### src/rtl/pmem_rr_arbiter.sv
// Shares the physical-memory line port between the I-cache and D-cache.
// D wins ties, but an I request waiting behind D_BURST_MAX D grants is served next.
module pmem_rr_arbiter #(
    parameter int ADDR_W      = 32,
    parameter int LINE_W      = 256,
    parameter int D_BURST_MAX = 2
) (
    input  logic              clk,
    input  logic              rst,
    input  logic              i_read,
    input  logic [ADDR_W-1:0] i_address,
    output logic [LINE_W-1:0] i_rdata,
    output logic              i_resp,
    input  logic              d_read,
    input  logic              d_write,
    input  logic [ADDR_W-1:0] d_address,
    input  logic [LINE_W-1:0] d_wdata,
    output logic [LINE_W-1:0] d_rdata,
    output logic              d_resp,
    output logic              pmem_read,
    output logic              pmem_write,
    output logic [ADDR_W-1:0] pmem_address,
    output logic [LINE_W-1:0] pmem_wdata,
    input  logic [LINE_W-1:0] pmem_rdata,
    input  logic              pmem_resp
);

    localparam int STREAK_W = $clog2(D_BURST_MAX + 1);
    localparam logic [STREAK_W-1:0] STREAK_MAX = STREAK_W'(D_BURST_MAX);

    typedef enum logic [1:0] {
        IDLE,
        GRANT_I,
        GRANT_D,
        RELEASE
    } state_t;

    state_t              state_q, state_d;
    logic [STREAK_W-1:0] streak_q, streak_d;
    logic                pmemRead_q, pmemRead_d;
    logic                pmemWrite_q, pmemWrite_d;
    logic [ADDR_W-1:0]   pmemAddr_q, pmemAddr_d;
    logic [LINE_W-1:0]   pmemWdata_q, pmemWdata_d;
    logic                dReq;

    assign dReq = d_read | d_write;

    always_ff @(posedge clk or negedge rst) begin
        if (!rst) begin
            state_q <= IDLE;
        end else begin
            state_q <= state_d;
        end
    end

    // A waiting I request takes the port once D has used up its burst allowance.
    always_comb begin
        state_d = state_q;
        case (state_q)
            IDLE: begin
                if (dReq && i_read) begin
                    state_d = (streak_q == STREAK_MAX) ? GRANT_I : GRANT_D;
                end else if (dReq) begin
                    state_d = GRANT_D;
                end else if (i_read) begin
                    state_d = GRANT_I;
                end
            end
            GRANT_I,
            GRANT_D: begin
                if (pmem_resp) begin
                    state_d = RELEASE;
                end
            end
            RELEASE: state_d = IDLE;
            default: state_d = IDLE;
        endcase
    end

    always_comb begin
        streak_d    = streak_q;
        pmemRead_d  = pmemRead_q;
        pmemWrite_d = pmemWrite_q;
        pmemAddr_d  = pmemAddr_q;
        pmemWdata_d = pmemWdata_q;
        i_resp      = 1'b0;
        d_resp      = 1'b0;
        case (state_q)
            IDLE: begin
                if (state_d == GRANT_I) begin
                    pmemRead_d  = 1'b1;
                    pmemWrite_d = 1'b0;
                    pmemAddr_d  = i_address;
                    streak_d    = '0;
                end else if (state_d == GRANT_D) begin
                    // A simultaneous read and write is treated as a write.
                    pmemRead_d  = ~d_write;
                    pmemWrite_d = d_write;
                    pmemAddr_d  = d_address;
                    if (d_write) begin
                        pmemWdata_d = d_wdata;
                    end
                    if (!i_read) begin
                        streak_d = '0;
                    end else if (streak_q != STREAK_MAX) begin
                        streak_d = streak_q + 1'b1;
                    end
                end
            end
            GRANT_I: begin
                i_resp = pmem_resp;
                if (pmem_resp) begin
                    pmemRead_d  = 1'b0;
                    pmemWrite_d = 1'b0;
                end
            end
            GRANT_D: begin
                d_resp = pmem_resp;
                if (pmem_resp) begin
                    pmemRead_d  = 1'b0;
                    pmemWrite_d = 1'b0;
                end
            end
            default: ;
        endcase
    end

    always_ff @(posedge clk or negedge rst) begin
        if (!rst) begin
            streak_q    <= '0;
            pmemRead_q  <= 1'b0;
            pmemWrite_q <= 1'b0;
            pmemAddr_q  <= '0;
            pmemWdata_q <= '0;
        end else begin
            streak_q    <= streak_d;
            pmemRead_q  <= pmemRead_d;
            pmemWrite_q <= pmemWrite_d;
            pmemAddr_q  <= pmemAddr_d;
            pmemWdata_q <= pmemWdata_d;
        end
    end

    assign pmem_read    = pmemRead_q;
    assign pmem_write   = pmemWrite_q;
    assign pmem_address = pmemAddr_q;
    assign pmem_wdata   = pmemWdata_q;
    assign i_rdata      = pmem_rdata;
    assign d_rdata      = pmem_rdata;

    dRdWrExclusive: assert property (@(posedge clk) disable iff (!rst) !(d_read && d_write));

endmodule

### config.mk
export PLATFORM = sky130hd
export DESIGN_NAME = pmem_rr_arbiter
export DESIGN_NICKNAME = d
export VERILOG_FILES = /design/src/rtl/pmem_rr_arbiter.sv
export SDC_FILE = /design/constraint.sdc
export NUM_CORES = 1
export LEC_CHECK = 0
export CELL_PAD_IN_SITES_DETAIL_PLACEMENT = 1
export CELL_PAD_IN_SITES_GLOBAL_PLACEMENT = 2
export CORE_AREA = 8 8 540 542
export CTS_CLUSTER_DIAMETER = 60
export DETAILED_ROUTE_END_ITERATION = 6
export DIE_AREA = 0 0 548 550
export DONT_BUFFER_PORTS = 1
export GPL_TIMING_DRIVEN = 0
export PLACE_DENSITY = 0.32
export SKIP_CTS_REPAIR_TIMING = 1
export SLEW_MARGIN = 0
export SYNTH_ARGS = -nofsm -noshare
export SYNTH_HDL_FRONTEND = slang
export SYNTH_SLANG_ARGS = --single-unit
### constraint.sdc
create_clock -name clk -period 3.1 [get_ports clk]
set_input_delay 0.62 -clock clk [delete_from_list [all_inputs] [get_ports clk]]
set_output_delay 0.62 -clock clk [all_outputs]
set_load 0.02 [all_outputs]
==> results of run 1 <==
==> stage by stage <==
step / std cells / hold slack, ns / utilization, % / area, um2 / total power, W
floorplan: 1243 / 0.324 / - / 15700 / 0.0139
global route: 5315 / -0.471 / 8.71 / 24700 / 0.0279
finish: 5341 / -0.374 / 8.73 / 24700 / 0.0258
global placement: 5005 / 0.337 / 7.22 / 20500 / 0.0187
CTS: 5118 / -0.491 / 8.01 / 22700 / 0.0265
detailed placement: 5005 / 0.337 / 7.22 / 20500 / 0.0187
==> flip-flops by register name, summed over array words and instances (netlist names) <==
name and count:
pmem_address 32, state_q 2, pmem_write 1, pmem_read 1
streak_q 2, pmem_wdata 256
==> cell type report <==
class / instances / area [um2] / share of cell area [%]
inverters: 4 / 15.0 / 0.0607
plain buffers: 551 / 4210 / 17.0
multi-input cells: 393 / 4240 / 17.1
clock inverters: 43 / 624 / 2.52
diodes: 36 / 90.1 / 0.364
repair buffers: 188 / 1880 / 7.61
flip-flops and latches: 294 / 7360 / 29.7
well taps: 3762 / 4710 / 19.0
clock buffers: 70 / 1610 / 6.51
==> placed cells by master (no fill, tap or decap), types with 6 or more instances in the layout <==
cell,netlist,final
buf_6,24,24
nand2_1,37,37
ha_1,9,7
mux2i_1,33,28
bufinv_16,0,11
buf_4,516,515
dlygate4sd3_1,0,188
clkinv_2,0,6
inv_6,0,16
dfrtp_1,294,294
mux2_2,17,17
diode_2,0,36
o21ai_0,35,35
mux2_1,140,140
clkbuf_16,0,62
mux2_4,100,100
clkbuf_1,8,8
==> synthesized netlist by cell type (all sizes together) <==
cell | count | area [um2]
nand3 | 2 | 15.0
a21oi | 2 | 10.0
ha | 9 | 113
a31oi | 1 | 6.26
nand2 | 37 | 139
mux2i | 33 | 330
o21ai | 35 | 175
buf | 544 | 4160
dfrtp | 294 | 7360
a22o | 1 | 8.76
o31ai | 1 | 7.51
o211a | 1 | 10.0
a31o | 1 | 8.76
a21bo | 1 | 10.0
inv | 4 | 15.0
and2 | 2 | 12.5
o211ai | 1 | 7.51
nand2b | 1 | 6.26
nor2 | 4 | 15.0
mux2 | 257 | 3270
nor2b | 2 | 20.0
clkbuf | 8 | 30.0
o22ai | 1 | 6.26
nand3b | 1 | 7.51
==> per-layer routing <==
layer / vias up / global-route usage, %
met5: - / 0
met4: 36 / 2.55
met3: 271 / 8.18
met2: 1054 / 12.8
met1: 5145 / 7.95
li1: 4184 / -
==> logic make-up (layout without fill, tap and decap cells) <==
| logic type | after synthesis | count (layout) | share of synthesized area [%] |
|---|---|---|---|
| compound gates | 45 | 45 | 1.59 |
| fa+ha+maj | 9 | 9 | 0.715 |
| buf+inv | 556 | 856 | 26.7 |
| flops | 294 | 294 | 46.7 |
| mux | 290 | 290 | 22.9 |
| other cells | 0 | 36 | 0 |
| simple gates | 49 | 49 | 1.37 |
==> how the worst max path moves through the flow <==
stage                          from                           end  slack (ns)  cells past startpoint
3_3_place_gp   state_q[1]$_DFF_PN0_   pmem_address[6]$_DFFE_PN0P_       -0.73                     12
6_report       state_q[1]$_DFF_PN0_  pmem_address[31]$_DFFE_PN0P_        0.07                     10
5_1_grt        state_q[1]$_DFF_PN0_   pmem_wdata[161]$_DFFE_PN0P_        0.02                     12
2_1_floorplan  state_q[1]$_DFF_PN0_   pmem_wdata[102]$_DFFE_PN0P_        0.51                     13
4_1_cts        state_q[1]$_DFF_PN0_  pmem_address[10]$_DFFE_PN0P_       -0.76                     12
3_5_place_dp   state_q[1]$_DFF_PN0_  pmem_address[10]$_DFFE_PN0P_       -0.78                     12
==> worst max-delay path: cells and delay by family, from the launching register on <==
family,cells,cell delay [ns]
mux,1,0.86
fa+ha+maj,2,0.41
buf+inv,3,0.64
flops,1,0.42
simple gates,1,0.09
compound gates,3,0.42
==> power by group <==
group	internal (W)	leakage [nW]	switching, W
sequential	0.00571	3.58	0.00637
clock	0.00469	1.08	0.00269
combinational	0.00330	5.52	0.00303
total	0.0137	10.2	0.0121
==> run_results.csv, run 1 <==
group,metric,value,unit
floorplanning,initial_core_util,5.56,%
global_route,track_usage,8.41,%
route,drt-vias-per-instance,2.00,
final_layout,drive_gt1_share,51.0,%
worst_setup_path,cpMostUsedCell,"o21ai_0",
power,power_density,1040,nW/um2
worst_setup_path,r2r_setup_slack,0.07,ns
route,drt_pass1_iterations,4,
sta,worst_slew_pin_slew,1.16,ns
placement,place.gp.congestion,0.833,
route,dr_wl_met2,58200,um
clocking,clock_sinks,294,
route,wl_met3,28600,um
sta,fin_skew,0.0476,ns
worst_setup_path,crit_slowest_cell,"mux2i_1",
power,cellLeakagePower,10.2,nW
route,routed_wl,135000,um
global_route,antenna_found_initial,142,
clocking,clockBufferDepth,3,
route,highest_layer,"met5",
route,drc,0,
clocking,cts_buffers,61,
floorplanning,ios,1386,
sta,rsz0062_at_grt,"no",
worst_setup_path,rr_endpoint,"pmem_address[31]$_DFFE_PN0P_",
floorplanning,fp-row-count,196,
placement,place_ws,-0.776,ns
worst_setup_path,crit_required,3.65,ns
worst_setup_path,cp.arrival,3.57,ns
sta,timing.final.crit_share,97.6,%
sta,maxSlewViolCount,0,
floorplanning,die_w,548,um
worst_setup_path,startpoint_type,"flop",
clocking,htreeDepth,2,
job,max_cap_violations,0,
final_layout,fillCellCount,33200,
final_layout,area_delta_synth_final,57.1,%
final_layout,fin_nets,2084,
placement,dp_hpwl,120000,um
worst_setup_path,rr_worst_depth,10,
synthesis,syn_area,15700,um2
worst_setup_path,end_kind,"flop",
synthesis,synth_warnings,0,
worst_setup_path,path_cells,"inv_2, ha_4, o21ai_0, nor2_1, a31oi_1, ha_1, buf_4, buf_2, mux2i_1, o21ai_0",
synthesis,avgSynthCellArea,12.7,um2
route,wl_per_cell,25.2,um
floorplanning,die_area,301000,um2
synthesis,ys_seq_area_share,46.7,%
status,status,"finished with violations",
global_route,gr-total-overflow,0,
synthesis,syn-instance-count,1243,
sta,hold_violations,294,
clocking,cts_tree,"yes",
status,violations,"negative hold slack",
worst_setup_path,cp_max_fo,10,
placement,io_buffers,0,
route,wl_met1,43200,um
global_route,grt_pass1_vias,11100,
route,drt_iter0_drc,329,
worst_setup_path,cpPeakStageDelay,0.86,ns
clocking,clock-root-buffer,"clkbuf_16",
synthesis,ys_types,30,
synthesis,syn_nets,1834,
clocking,insertion_delay,0.71,ns
route,vias,10700,
sta,max_freq,331,MHz
sta,holdWs,-0.374,ns
synthesis,ys_ff_latch,294,
power,vdd.ir_drop.worst,0.389,mV
global_route,grt_pass1_wl,159000,um
min_path,min_path_type,"in2async",
global_route,grt_max_degree,295,
sta,layout_setup_ws,0.0750,ns
worst_setup_path,r2r-start,"state_q[1]$_DFF_PN0_",
sta,final-setup-viol-count,0,
floorplanning,die_y,550,um
clocking,cts.clk_slew.worst_paths,0.05,ns
worst_setup_path,crit_type,"reg2reg",
sta,finalCriticalPeriod,3.03,ns
sta,relSlewSlack,22.7,%
floorplanning,core_area,283000,um2
sta,setup_tns,0,ns
route,ant_nets,0,
Power figures use the tool's default switching activity.
==> run 2, diff against run 1 <==
--- a/config.mk
+++ b/config.mk
@@ -9,6 +9,7 @@
 export CELL_PAD_IN_SITES_GLOBAL_PLACEMENT = 2
 export CORE_AREA = 8 8 540 542
 export CTS_CLUSTER_DIAMETER = 60
+export CTS_CLUSTER_SIZE = 30
 export DETAILED_ROUTE_END_ITERATION = 6
 export DIE_AREA = 0 0 548 550
 export DONT_BUFFER_PORTS = 1
==> run_results.csv, run 2 (synthesized netlist as in run 1, its figures left out) <==
group,metric,value,unit
floorplanning,core_area,283000,um2
clocking,cts.clk_slew.worst_paths,0.06,ns
status,violations,"negative hold slack",
route,vias,10600,
power,p_switching,0.0122,W
job,max_cap_violations,0,
sta,rsz0062_at_grt,"no",
power,power_density,1040,nW/um2
sta,finalCriticalPeriod,3.03,ns
power,cellLeakagePower,10.0,nW
clocking,clockBufferDepth,3,
clocking,clock_sinks,294,
sta,relSlewSlack,22.4,%
global_route,gr-total-overflow,0,
power,power.share.sequential,47.7,%
final_layout,mostFrequentLayoutCell,"buf_4",
sta,final-setup-viol-count,0,
worst_setup_path,rr_worst_depth,10,
power,power.internal,0.0131,W
placement,place.gp.congestion,0.833,
global_route,antenna_found_initial,140,
clocking,htreeDepth,2,
worst_setup_path,r2r-start,"state_q[1]$_DFF_PN0_",
power,comb_power_share,24.9,%
global_route,grt_pass1_wl,159000,um
floorplanning,initial_core_util,5.56,%
clocking,clock-root-buffer,"clkbuf_16",
worst_setup_path,r2r_setup_slack,0.07,ns
placement,dp_hpwl,120000,um
worst_setup_path,cp.arrival,3.57,ns
status,status,"finished with violations",
floorplanning,die_w,548,um
floorplanning,ios,1386,
route,drt_iter0_drc,299,
sta,fin_skew,0.0372,ns
worst_setup_path,crit_type,"reg2reg",
placement,io_buffers,0,
worst_setup_path,crit_required,3.65,ns
worst_setup_path,cp_max_fo,10,
worst_setup_path,crit_slowest_cell,"mux2i_1",
global_route,grt_pass1_vias,11000,
sta,maxSlewViolCount,0,
floorplanning,fp-row-count,196,
worst_setup_path,path_cells,"inv_2, ha_4, o21ai_0, nor2_1, a31oi_1, ha_1, buf_4, buf_2, mux2i_1, o21ai_0",
worst_setup_path,startpoint_type,"flop",
sta,layout_setup_ws,0.0748,ns
power,totalPowerFinal,0.0253,W
worst_setup_path,end_kind,"flop",
power,power_frac_clock,27.4,%
worst_setup_path,cpPeakStageDelay,0.86,ns
sta,worst_slew_pin_slew,1.16,ns
route,ant_nets,0,
placement,place_ws,-0.776,ns
sta,timing.final.crit_share,97.6,%
sta,max_freq,331,MHz
final_layout,drive_gt1_share,51.9,%
sta,setup_tns,0,ns
floorplanning,die_area,301000,um2
worst_setup_path,cpMostUsedCell,"o21ai_0",
worst_setup_path,crit_path_start,"state_q[1]$_DFF_PN0_",
clocking,insertion_delay,0.71,ns
route,wl_per_cell,25.4,um
clocking,cts_tree,"yes",
final_layout,fin_nets,2059,
route,drt_pass1_iterations,4,
route,routed_wl,135000,um
route,drt-vias-per-instance,1.99,
route,drc,0,
final_layout,largest_reg_flops,256,
sta,holdWs,-0.371,ns
final_layout,fillCellCount,33200,
global_route,track_usage,8.41,%
final_layout,final_cell_mix,"buf_4, dfrtp_1, dlygate4sd3_1",
min_path,min_path_type,"in2async",
global_route,grt_max_degree,295,
sta,hold_violations,294,
power,sw_frac_of_total,48.1,%
worst_setup_path,endpoint,"pmem_address[31]$_DFFE_PN0P_",
power,vdd.ir_drop.worst,0.425,mV
worst_setup_path,rr_endpoint,"pmem_address[31]$_DFFE_PN0P_",
clocking,cts_buffers,60,
floorplanning,die_y,550,um
final_layout,area_delta_synth_final,54.6,%
[run 2: cell types whose count changed in the layout (fill, tap and decap cells not counted), sizes merged]
cell         before  now
clkinv           11   13
clkinvlp          5    6
inv              20   25
dlygate4sd3     188  164
diode            36   34
clkbuf           79   75
bufinv           11    5
[run 2: metal layers]
| layer | GRT usage, % | part of all wire [%] | wire length [um] |
|---|---|---|---|
| met5 | 0 | 0.19 | 261 |
| met4 | 2.56 | 3.3 | 4480 |
| met3 | 8.11 | 21 | 28300 |
| met2 | 12.8 | 43 | 58300 |
| met1 | 8.00 | 32 | 43400 |
[run 2: metrics by stage]
step	area, um2	instances	hold slack [ns]	util, %
3_5_place_dp	20500	5005	0.337	7.22
3_3_place_gp	20500	5005	0.337	7.22
5_1_grt	24300	5289	-0.464	8.57
2_1_floorplan	15700	1243	0.324	-
4_1_cts	22500	5116	-0.489	7.96
6_report	24300	5313	-0.371	8.59
[run 2: how the worst min path moves through the flow]
stage / from / endpoint / slack (ns) / cells after the start
2_1_floorplan: rst / pmem_address[0]$_DFFE_PN0P_ / 0.32 / 0
3_3_place_gp: rst / pmem_wdata[59]$_DFFE_PN0P_ / 0.34 / 0
3_5_place_dp: rst / pmem_wdata[59]$_DFFE_PN0P_ / 0.34 / 0
4_1_cts: rst / pmem_wdata[77]$_DFFE_PN0P_ / -0.49 / 0
5_1_grt: rst / pmem_wdata[61]$_DFFE_PN0P_ / -0.46 / 0
6_report: rst / pmem_wdata[59]$_DFFE_PN0P_ / -0.37 / 0
[run 2: power groups by stage]
stage          clock [W]  sequential (W)  combinational (W)
2_1_floorplan          0         0.00909            0.00477
3_3_place_gp           0          0.0126            0.00603
3_5_place_dp           0          0.0126            0.00614
4_1_cts          0.00737          0.0125            0.00616
5_1_grt          0.00744          0.0130            0.00691
6_report         0.00694          0.0121            0.00629
[run 2: cell type report]
type	instances	area [um2]	area share [%]
sequential	294	7360	30.2
tap	3762	4710	19.3
multi-input combinational	393	4240	17.4
buffer	551	4210	17.3
timing repair buffer	164	1640	6.74
clock buffer	66	1550	6.38
clock inverter	45	537	2.20
antenna	34	85.1	0.350
inverter	4	15.0	0.0617
[run 2: worst max-delay path, delay by kind of cell (launching register included)]
kind / cells / cell delay [ns]
buffers and inverters: 3 / 0.64
and+or+nand+nor: 1 / 0.09
adders and majority gates: 2 / 0.41
DFF: 1 / 0.42
muxes: 1 / 0.86
AOI/OAI and AO/OA: 3 / 0.42
